--- src/rtl/tff_down_counter_pkg.sv ---
// Shared definitions for the T-FF down counter: default width, reset value
// and a helper that builds the all-ones terminal count for a given width.
package tff_down_counter_pkg;

    localparam int   DEFAULT_WIDTH = 4;
    localparam int   RESET_VALUE   = 0;
    localparam logic RESET_BIT     = 1'b0;

    // All-ones value for a counter of the given width (at most 32 bits).
    function automatic logic [31:0] count_max(input int width);
        logic [31:0] result;
        result = '0;
        for (int i = 0; i < width && i < 32; i++) begin
            result[i] = 1'b1;
        end
        return result;
    endfunction

endpackage

--- src/rtl/tff_down_counter_if.sv ---
// Control/status bundle for the T-FF down counter. The master drives load,
// load_value and enable; the slave (the counter) returns count, zero, borrow.
interface tff_down_counter_if
    import tff_down_counter_pkg::*;
#(
    parameter int WIDTH = DEFAULT_WIDTH
);

    logic             load;
    logic [WIDTH-1:0] load_value;
    logic             enable;
    logic [WIDTH-1:0] count;
    logic             zero;
    logic             borrow;

    modport master (
        output load,
        output load_value,
        output enable,
        input  count,
        input  zero,
        input  borrow
    );

    modport slave (
        input  load,
        input  load_value,
        input  enable,
        output count,
        output zero,
        output borrow
    );

endinterface

--- src/rtl/tff_down_counter_tff_cell.sv ---
// Single synchronous toggle flip-flop with clear and parallel load.
// Edge priority: clear, then load, then toggle.
module tff_cell
    import tff_down_counter_pkg::*;
(
    input  logic clk,
    input  logic clear,
    input  logic load,
    input  logic d,
    input  logic toggle,
    output logic q
);

    // State bit: clear beats load, load beats toggle, otherwise hold.
    always_ff @(posedge clk) begin
        if (clear) begin
            q <= RESET_BIT;
        end else if (load) begin
            q <= d;
        end else if (toggle) begin
            q <= ~q;
        end
    end

endmodule

--- src/rtl/tff_down_counter.sv ---
// Loadable synchronous down counter built from T flip-flop cells sharing one
// clock. Each cell's toggle enable is decoded from the lower bits, so there is
// no ripple clocking. Provides zero detect and a registered borrow pulse on
// underflow.
// Optional feature macro: TFF_DOWN_COUNTER_AUTO_RELOAD_EN -- when defined, an
// underflow reloads the last loaded value instead of wrapping to all-ones.
module tff_down_counter
    import tff_down_counter_pkg::*;
#(
    parameter int WIDTH = DEFAULT_WIDTH
)(
    input  logic                clk,
    input  logic                clear,
    tff_down_counter_if.slave   bus
);

    logic [WIDTH-1:0] count_reg;
    logic [WIDTH-1:0] toggle;
    logic [WIDTH-1:0] cell_d;
    logic             cell_load;
    logic             underflow;
    logic             borrow_reg;

    // Counting down from zero is the only way to underflow.
    assign underflow = bus.enable && (count_reg == '0);

    // A bit toggles when counting and every lower bit is zero (borrow chain).
    generate
        for (genvar gi = 0; gi < WIDTH; gi++) begin : g_toggle
            if (gi == 0) begin : g_lsb
                assign toggle[gi] = bus.enable;
            end else begin : g_upper
                assign toggle[gi] = bus.enable && (count_reg[gi-1:0] == '0);
            end
        end
    endgenerate

`ifdef TFF_DOWN_COUNTER_AUTO_RELOAD_EN
    logic [WIDTH-1:0] reload_reg;

    // Remember the most recently loaded value as the underflow reload target.
    always_ff @(posedge clk) begin
        if (clear) begin
            reload_reg <= WIDTH'(RESET_VALUE);
        end else if (bus.load) begin
            reload_reg <= bus.load_value;
        end
    end

    // An underflow is turned into a parallel load of the reload value;
    // an explicit load still takes precedence.
    assign cell_load = bus.load || underflow;
    assign cell_d    = bus.load ? bus.load_value : reload_reg;
`else
    // Without reload, underflow toggles every cell and wraps to all-ones.
    assign cell_load = bus.load;
    assign cell_d    = bus.load_value;
`endif

    generate
        for (genvar gi = 0; gi < WIDTH; gi++) begin : g_cell
            tff_cell u_cell (
                .clk    (clk),
                .clear  (clear),
                .load   (cell_load),
                .d      (cell_d[gi]),
                .toggle (toggle[gi]),
                .q      (count_reg[gi])
            );
        end
    endgenerate

    // One-cycle borrow pulse on the edge that counts down from zero.
    always_ff @(posedge clk) begin
        if (clear) begin
            borrow_reg <= 1'b0;
        end else if (bus.load) begin
            borrow_reg <= 1'b0;
        end else begin
            borrow_reg <= underflow;
        end
    end

    assign bus.count  = count_reg;
    assign bus.zero   = (count_reg == '0);
    assign bus.borrow = borrow_reg;

endmodule

--- src/flat_wrapper.sv ---
// flat-port wrapper written by rule: the top's interface ports become plain ports
module tff_down_counter_flat import tff_down_counter_pkg::*;
#(
    parameter int WIDTH = DEFAULT_WIDTH
)
  (clk, clear, bus_load, bus_load_value, bus_enable, bus_count, bus_zero, bus_borrow);
  tff_down_counter_if #(.WIDTH(WIDTH)) bus_i ();
  input  logic clk;
  input  logic clear;
  input wire logic [$bits(bus_i.load)-1:0] bus_load;
  input wire logic [$bits(bus_i.load_value)-1:0] bus_load_value;
  input wire logic [$bits(bus_i.enable)-1:0] bus_enable;
  output wire logic [$bits(bus_i.count)-1:0] bus_count;
  output wire logic [$bits(bus_i.zero)-1:0] bus_zero;
  output wire logic [$bits(bus_i.borrow)-1:0] bus_borrow;
  assign bus_i.load = bus_load;
  assign bus_i.load_value = bus_load_value;
  assign bus_i.enable = bus_enable;
  assign bus_count = bus_i.count;
  assign bus_zero = bus_i.zero;
  assign bus_borrow = bus_i.borrow;
  tff_down_counter #(.WIDTH(WIDTH)) u_core (.clk(clk), .clear(clear), .bus(bus_i));
endmodule
--- config.mk ---
export PLATFORM = sky130hd
export DESIGN_NAME = tff_down_counter_flat
export DESIGN_NICKNAME = d
export VERILOG_FILES = /design/src/rtl/tff_down_counter_pkg.sv /design/src/rtl/tff_down_counter_if.sv /design/src/rtl/tff_down_counter_tff_cell.sv /design/src/rtl/tff_down_counter.sv /design/src/flat_wrapper.sv
export SDC_FILE = /design/constraint.sdc
export NUM_CORES = 1
export LEC_CHECK = 0
export CAP_MARGIN = 20
export CELL_PAD_IN_SITES_DETAIL_PLACEMENT = 2
export CELL_PAD_IN_SITES_GLOBAL_PLACEMENT = 2
export CORE_AREA = 2 2 39 41
export CTS_CLUSTER_DIAMETER = 50
export DETAILED_ROUTE_END_ITERATION = 8
export DIE_AREA = 0 0 41 43
export DONT_BUFFER_PORTS = 1
export PLACE_DENSITY_LB_ADDON = 0.1
export SKIP_LAST_GASP = 1
export SYNTH_ARGS = -nofsm -noshare
export SYNTH_HDL_FRONTEND = slang
export SYNTH_SLANG_ARGS = --single-unit
--- constraint.sdc ---
create_clock -name clk -period 2.19 [get_ports clk]
set_input_delay 0.1095 -clock clk [delete_from_list [all_inputs] [get_ports clk]]
set_output_delay 0.1095 -clock clk [all_outputs]
set_load 0.05 [all_outputs]
==> key figures, run 1 <==
Drt
  – Post-route ant nets: 0
  – Avg WL per Cell: 14.4 um
  – Drt pass-1 iters: 1
  – Vias/cell: 4.15
  – Via count of the routed design: 220
  – DRT Wirelength: 765 um
  – DRC viols: 0
  – Initial DRC Count: 0

Timing
  – Headroom to the max-slew limit: 0.678
  – Fmax achieved: 569 MHz
  – Hold Vio Cnt, Final: 0
  – Final Max Tran Viols: 0
  – Fin Hold WS: 0.0304 ns
  – Tmin final: around 1.8 ns
  – RSZ-0062 raised after global routing: no
  – Accumulated negative setup slack: 0 ns
  – Clock Skews: 0.00306 ns
  – Period utilisation layout: 0.803
  – Setup ws final: 0.432 ns
  – Final Setup Violations: 0
  – Worst slew pin tran: 0.483 ns

Layout
  – Layout cell share with drive strength beyond 1: 0.324
  – Final nets: 46
  – Non-filler cells, final: 53
  – Fill cells: 160
  – Util after Layout: 0.266
  – Max reg flops: 4
  – Finished Cell Area: 368 um^2
  – Synth-to-layout area growth: 30.1%
  – Diodes inserted: 0

Worst setup path
  – CP Buf/Inv Count: 2
  – Critical path, cell by cell: buf_4 > nor4b_4 > nor2_1 > a221oi_2 > dlygate4sd3_1
  – Max incr delay on CP: 0.57 ns
  – CP max-delay cell: dlygate4sd3_1
  – CP Launch Type: flip-flop
  – CP Depth: 5
  – Critical path's top delay family: buffers and inverters
  – Reg2Reg Depth: 5
  – Worst setup startpoint: u_core.g_cell[1].u_cell.q$_SDFFE_PP0P_
  – Critical Path RT: around 2.4 ns
  – Max FO, Critical Path: 5
  – Critical path capture point type: flip-flop
  – WP data arrival: 1.94 ns
  – Worst r2r dst: u_core.g_cell[2].u_cell.q$_SDFFE_PP0P_
  – R2R Path Start: u_core.g_cell[1].u_cell.q$_SDFFE_PP0P_
  – End point of the critical path: u_core.g_cell[2].u_cell.q$_SDFFE_PP0P_
  – Flop-to-flop setup slack: 0.43 ns
  – Setup Crit Path Kind: flip-flop to flip-flop

Global routing
  – Vias in the first global route: 275
  – Pin count of the biggest net entering global routing: 8
  – First-pass GRT wire length: 1230 um
  – All-Layer GR Usage: 0.111
  – Initial antenna violation count: 0
  – GRT overflow: 0

Synthesis
  – Synth top area cells: dfxtp_1, buf_4, nor4b_4
  – Commonest cells post-synth: dfxtp_1, buf_4, inv_1, nor2_1
  – Asr flop ratio synth: 0
  – Post-Syn Instances: 30
  – Post-Syn Nets: 38
  – Most frequent cell after synthesis: dfxtp_1
  – Area leader, netlist: dfxtp_1
  – Post-synth EDFFs: 0
  – Seq/Total Area, Yosys: 0.354
  – Commonest register cell after synthesis: dfxtp_1
  – Synthesized cell area: 283 um^2
  – Post-synthesis cell type count: 16
  – Synth Register Bits: 5
  – Fraction of post-synthesis cell area in the top cell type by area: 0.354
  – Syn. warnings: 0
  – Post-synthesis average cell area: 9.43 um^2

Power
  – Psw: 0.100 mW
  – Worst vdd ir: 0.000200 V
  – Net Sw Frac: 0.333
  – Pwr Density: between 800 and 900 nW/um^2
  – Clock power frac: 0.349
  – Comb pwr share: 0.286
  – Internal power: 0.200 mW
  – Leak Pwr: 0.168 nW
  – Reg power frac: 0.365
  – Tot Pwr: 0.301 mW

Outcome
  – Outcome: finished clean

Floorplanning
  – Die Height: 43 um
  – Row count: 14
  – Core area: 1380 um^2
  – Initial Util: 0.204
  – DIE WIDTH: 41 um
  – # IOs: 14
  – Die area: between 1500 and 2000 um^2

Clock tree
  – Htree depth: 1
  – Post-CTS sizing: 0
  – CTS tree: built
  – Clock root cell: clkbuf_4
  – Worst-path clk slew: ~0.040 ns
  – Clock insertion delay at the later pin of the skew report: 0.24 ns
  – Worst-case clock buffer depth: 2
  – CTS Hold Bufs: 3
  – Num CTS Buffers: 3
  – Clock sink total: 5
  – Setup Buffers After CTS: 0

Placed design
  – PortBufs: 0
  – Worst slack, placed: 0.917 ns
  – Placed cells: 46
  – GP Congestion: 0.616
  – Placed instance area: 312 um^2
  – Hpwl dp: 559 um

Hold path
  – Hold Path Class: input port to flip-flop

Flow run
  – Max capacitance violation total: 0
==> worst min-delay path by stage <==
stage | from | end | slack (ns) | cells after the start
6_report | clear | u_core.g_cell[3].u_cell.q$_SDFFE_PP0P_ | 0.03 | 2
5_1_grt | clear | u_core.g_cell[3].u_cell.q$_SDFFE_PP0P_ | 0.03 | 2
4_1_cts | clear | u_core.g_cell[3].u_cell.q$_SDFFE_PP0P_ | 0.02 | 2
3_5_place_dp | clear | u_core.g_cell[2].u_cell.q$_SDFFE_PP0P_ | 0.18 | 1
3_3_place_gp | clear | u_core.g_cell[2].u_cell.q$_SDFFE_PP0P_ | 0.18 | 1
2_1_floorplan | clear | u_core.g_cell[2].u_cell.q$_SDFFE_PP0P_ | 0.18 | 1
==> kinds of logic after synthesis <==
family / Yosys count / synth area share
AND/OR/NAND/NOR: 7 / 0.195
flip-flops: 5 / 0.354
AO/OA/AOI/OAI: 6 / 0.159
multiplexers: 1 / 0.0354
XOR/XNOR: 3 / 0.0929
buffers and inverters: 8 / 0.164
==> cell usage in the layout, fill, tap and decap left out, drive strengths merged <==
| cell | n |
|---|---|
| clkbuf | 4 |
| mux2i | 1 |
| and3 | 1 |
| xnor2 | 1 |
| nor4 | 1 |
| o21a | 2 |
| dfxtp | 5 |
| nor4b | 1 |
| o21ai | 1 |
| dlygate4sd3 | 3 |
| xor2 | 2 |
| nand2b | 1 |
| buf | 5 |
| inv | 3 |
| nor2 | 3 |
| a221oi | 1 |
| a21oi | 2 |
==> area by class of cell <==
class	instances	area (um^2)	share of cell area
Multi-Input combinational cell	17	143	0.388
Sequential cell	5	100	0.272
Timing Repair Buffer	8	67.6	0.184
Clock buffer	4	26.3	0.0714
Tap cell	16	20.0	0.0544
Inverter	3	11.3	0.0306
==> power by group through the flow <==
| stage | Sequential, mW | Combinational, mW | Clock (mW) |
|---|---|---|---|
| finish | 0.110 | 0.0862 | 0.105 |
| global route | 0.111 | 0.0913 | 0.119 |
| CTS | 0.110 | 0.0867 | 0.110 |
| detailed placement | 0.112 | 0.0800 | 0 |
| global placement | 0.111 | 0.0793 | 0 |
| floorplan | 0.112 | 0.0705 | 0 |
==> per-layer routing <==
metal  routed length, um  vias to the layer above  track usage
li1                    -                      109            -
met1                 303                      101        0.103
met2                 380                       10        0.166
met3                  80                        0       0.0838
met4                   0                        0       0.0600
met5                   0                        -            0
No activity file was read; power rests on OpenSTA's default activity.
==> inputs of run 2 (changes only) <==
Settings changed: ABC_AREA set to 1.
Clock period 2.19 ns to 1.4 ns, I/O delays scaled along.
==> run 2 against run 1 <==
First-iteration DRC count rose by 1. Routed wire length fell by 13%. Core utilization rose by 0.90 points. Clock skew fell by 0.0029 ns. Non-clock buffer count fell by 1. Clock-buffer cell count did not move. Worst setup slack got worse by 0.29 ns. Largest power group unchanged.
==> key figures, run 2 <==
Layout
  – Final nets: 56 (was 46)
  – Max reg flops: 4 (unchanged)
  – Util after Layout: 0.275 (was 0.266)
  – Commonest non-fill, non-tap cell in the layout: nor2_1
  – Most frequent cells in the layout: nor2_1, nand2_1, buf_4, inv_1, dfxtp_1 (was buf_4, dfxtp_1)
  – Layout cell share with drive strength beyond 1: 0.383 (was 0.324)
  – Diodes inserted: 0 (unchanged)
  – Synth-to-layout area growth: 27.2% (was 30.1%)

Drt
  – Initial DRC Count: 1 (was 0)
  – Avg WL per Cell: 10.5 um (was 14.4 um)
  – Post-route ant nets: 0 (unchanged)
  – Vias/cell: 4.37 (was 4.15)
  – DRT Wirelength: 662 um (was 765 um)
  – Drt pass-1 iters: 2 (was 1)
  – DRC viols: 0 (unchanged)
  – Via count of the routed design: 275 (was 220)

Clock tree
  – Htree depth: 1 (unchanged)
  – Worst-path clk slew: 0.05 ns (was 0.04 ns)
  – CTS tree: built (unchanged)
  – Clock insertion delay at the later pin of the skew report: 0.24 ns (about the same)
  – Clock sink total: 5 (unchanged)
  – Worst-case clock buffer depth: 2 (unchanged)
  – Clock root cell: clkbuf_4 (unchanged)
  – Num CTS Buffers: 3 (unchanged)

Floorplanning
  – # IOs: 14 (unchanged)
  – Core area: 1380 um^2 (unchanged)
  – Die Height: 43 um (unchanged)
  – Row count: 14 (unchanged)
  – DIE WIDTH: 41 um (unchanged)
  – Die area: 1760 um^2 (unchanged)
  – Initial Util: 0.216 (was 0.204)

Timing
  – Headroom to the max-slew limit: 0.683 (was 0.678)
  – Final Max Tran Viols: 0 (unchanged)
  – Hold Vio Cnt, Final: 0 (unchanged)
  – Worst slew pin tran: 0.475 ns (was 0.483 ns)
  – Period utilisation layout: 0.897
  – Fmax achieved: between 700 and 800 MHz
  – Tmin final: 1.26 ns
  – Fin Hold WS: 0.00654 ns (was 0.0304 ns)
  – Final Setup Violations: 0 (unchanged)
  – RSZ-0062 raised after global routing: no (unchanged)
  – Accumulated negative setup slack: 0 ns (unchanged)
  – Clock Skews: 0.000189 ns (was 0.00306 ns)

Placed design
  – PortBufs: 0 (unchanged)
  – Hpwl dp: 589 um (was 559 um)
  – GP Congestion: 0.660 (was 0.616)

Worst setup path
  – Reg2Reg Depth: 5 (unchanged)
  – Critical Path RT: 1.33 ns (was 2.37 ns)
  – WP data arrival: 1.19 ns (was 1.94 ns)
  – CP Launch Type: flip-flop (unchanged)
  – Critical path, cell by cell: buf_4 > nor4_2 > buf_4 (was buf_4 > nor4b_4 > nor2_1 > a221oi_2 > dlygate4sd3_1)
  – Max FO, Critical Path: 3 (was 5)
  – Flop-to-flop setup slack: 0.37 ns (was 0.43 ns)
  – Most common cell on crit path: buf_4
  – Max incr delay on CP: 0.41 ns (was 0.57 ns)
  – R2R Path Start: u_core.g_cell[2].u_cell.q$_SDFFE_PP0P_ (was u_core.g_cell[1].u_cell.q$_SDFFE_PP0P_)
  – Critical path capture point type: output port (was flip-flop)
  – Worst r2r dst: u_core.g_cell[2].u_cell.q$_SDFFE_PP0P_ (unchanged)
  – Setup Crit Path Kind: flip-flop to output port (was flip-flop to flip-flop)
  – CP max-delay cell: dfxtp_2 (was dlygate4sd3_1)

Synthesis
  – Synthesized cell area: 299 um^2 (was 283 um^2)
  – Area leader, netlist: dfxtp_1 (unchanged)
  – Commonest cells post-synth: nor2_1, nand2_1, dfxtp_1 (was dfxtp_1, buf_4, inv_1, nor2_1)
  – Syn. warnings: 0 (unchanged)
  – Seq/Total Area, Yosys: 0.335 (was 0.354)
  – Post-Syn Nets: 48 (was 38)
  – Post-synthesis average cell area: 7.48 um^2 (was 9.43 um^2)
  – Post-synth EDFFs: 0 (unchanged)
  – Synth top area cells: dfxtp_1, buf_4, nor2_1 (was dfxtp_1, buf_4, nor4b_4)
  – Most frequent cell after synthesis: nor2_1 (was dfxtp_1)
  – Synth Register Bits: 5 (unchanged)
  – Post-synthesis cell type count: 17 (was 16)
  – Asr flop ratio synth: 0 (unchanged)
  – Commonest register cell after synthesis: dfxtp_1 (unchanged)
  – Post-Syn Instances: 40 (was 30)
  – Fraction of post-synthesis cell area in the top cell type by area: 0.335 (was 0.354)

Global routing
  – GRT overflow: 0 (unchanged)
  – First-pass GRT wire length: 1150 um (was 1230 um)
  – Pin count of the biggest net entering global routing: 7 (was 8)
  – Initial antenna violation count: 0 (unchanged)
  – Vias in the first global route: 281 (was 275)
  – All-Layer GR Usage: 0.100 (was 0.111)

Flow run
  – Max capacitance violation total: 0 (unchanged)

Outcome
  – Outcome: finished clean (unchanged)

Power
  – Pwr Density: 1240 nW/um^2 (was 818 nW/um^2)
  – Tot Pwr: 0.473 mW (was 0.301 mW)
  – Leak Pwr: 0.179 nW (was 0.168 nW)
  – Worst vdd ir: 0.000385 V (was 0.000200 V)

Hold path
  – Hold Path Class: input port to flip-flop (unchanged)
  – Hold Startpoint: bus_load (was clear)
  – WHS Endpoint: u_core.g_cell[0].u_cell.q$_SDFFE_PP0P_ (was u_core.g_cell[3].u_cell.q$_SDFFE_PP0P_)
  – WHS Path Cells: 4 (was 2)
## run 2: changes by cell type after synthesis, moves of 2 or more
cell / previous run / this run
o21a_1: 2 / 0
xor2_1: 2 / 0
nand2_1: 0 / 6
nand2_4: 0 / 2
nor2_1: 3 / 7
## run 2: worst max-delay path by stage
stage | from | to | depth (start not counted)
global placement | u_core.g_cell[2].u_cell.q$_SDFFE_PP0P_ | u_core.g_cell[2].u_cell.q$_SDFFE_PP0P_ | 5
detailed placement | u_core.g_cell[2].u_cell.q$_SDFFE_PP0P_ | u_core.g_cell[2].u_cell.q$_SDFFE_PP0P_ | 5
finish | u_core.g_cell[2].u_cell.q$_SDFFE_PP0P_ | bus_zero | 3
CTS | u_core.g_cell[2].u_cell.q$_SDFFE_PP0P_ | bus_zero | 3
floorplan | u_core.g_cell[1].u_cell.q$_SDFFE_PP0P_ | bus_zero | 1
global route | u_core.g_cell[2].u_cell.q$_SDFFE_PP0P_ | bus_zero | 3
## run 2: cell type report
type | count | area, um^2
Clock buffer | 4 | 26.3
Fill cell | 173 | 1000
Inverter | 5 | 18.8
Multi-Input combinational cell | 26 | 156
Sequential cell | 5 | 101
Tap cell | 16 | 20.0
Timing Repair Buffer | 7 | 57.6
## run 2: per-stage QoR
step	instance area, um^2	setup WS [ns]	instances
after floorplan	305	0.0205	40
after global placement	333	0.198	57
after detailed placement	333	0.177	57
after CTS	380	0.121	63
after global routing	380	0.0687	63
final	380	0.145	63
## run 2: timing repair
item / 4_1_cts / 5_1_grt
endpoints found under the setup margin: 1 / 0
gates resized for setup: 1 / 0
hold buffers: 2 / 0
endpoints found under the hold margin: 5 / 0
buffers inserted: 0 / 0
## run 2: cells by family after synthesis
family          synth area share
buf+inv                    0.163
simple gates               0.398
flops                      0.335
compound gates             0.105
## run 2: report_power, final
part | total, mW | internal (mW) | switching, mW
registers | 0.179 | 0.154 | 0.0249
logic | 0.121 | 0.0426 | 0.0782
clock network | 0.174 | 0.108 | 0.0656
## run 2: critical path, delay by kind of cell, from the launching register on
family,cells,cell delay [ns]
DFF,1,0.41
and+or+nand+nor,1,0.12
buffers and inverters,2,0.41
## run 2: layer usage
layer  vias up  global-route usage  wire [um]
met2        11               0.141        321
met5         -                   0          0
li1        136                   -          -
met3         0              0.0628         61
met1       128               0.109        279
met4         0              0.0600          0
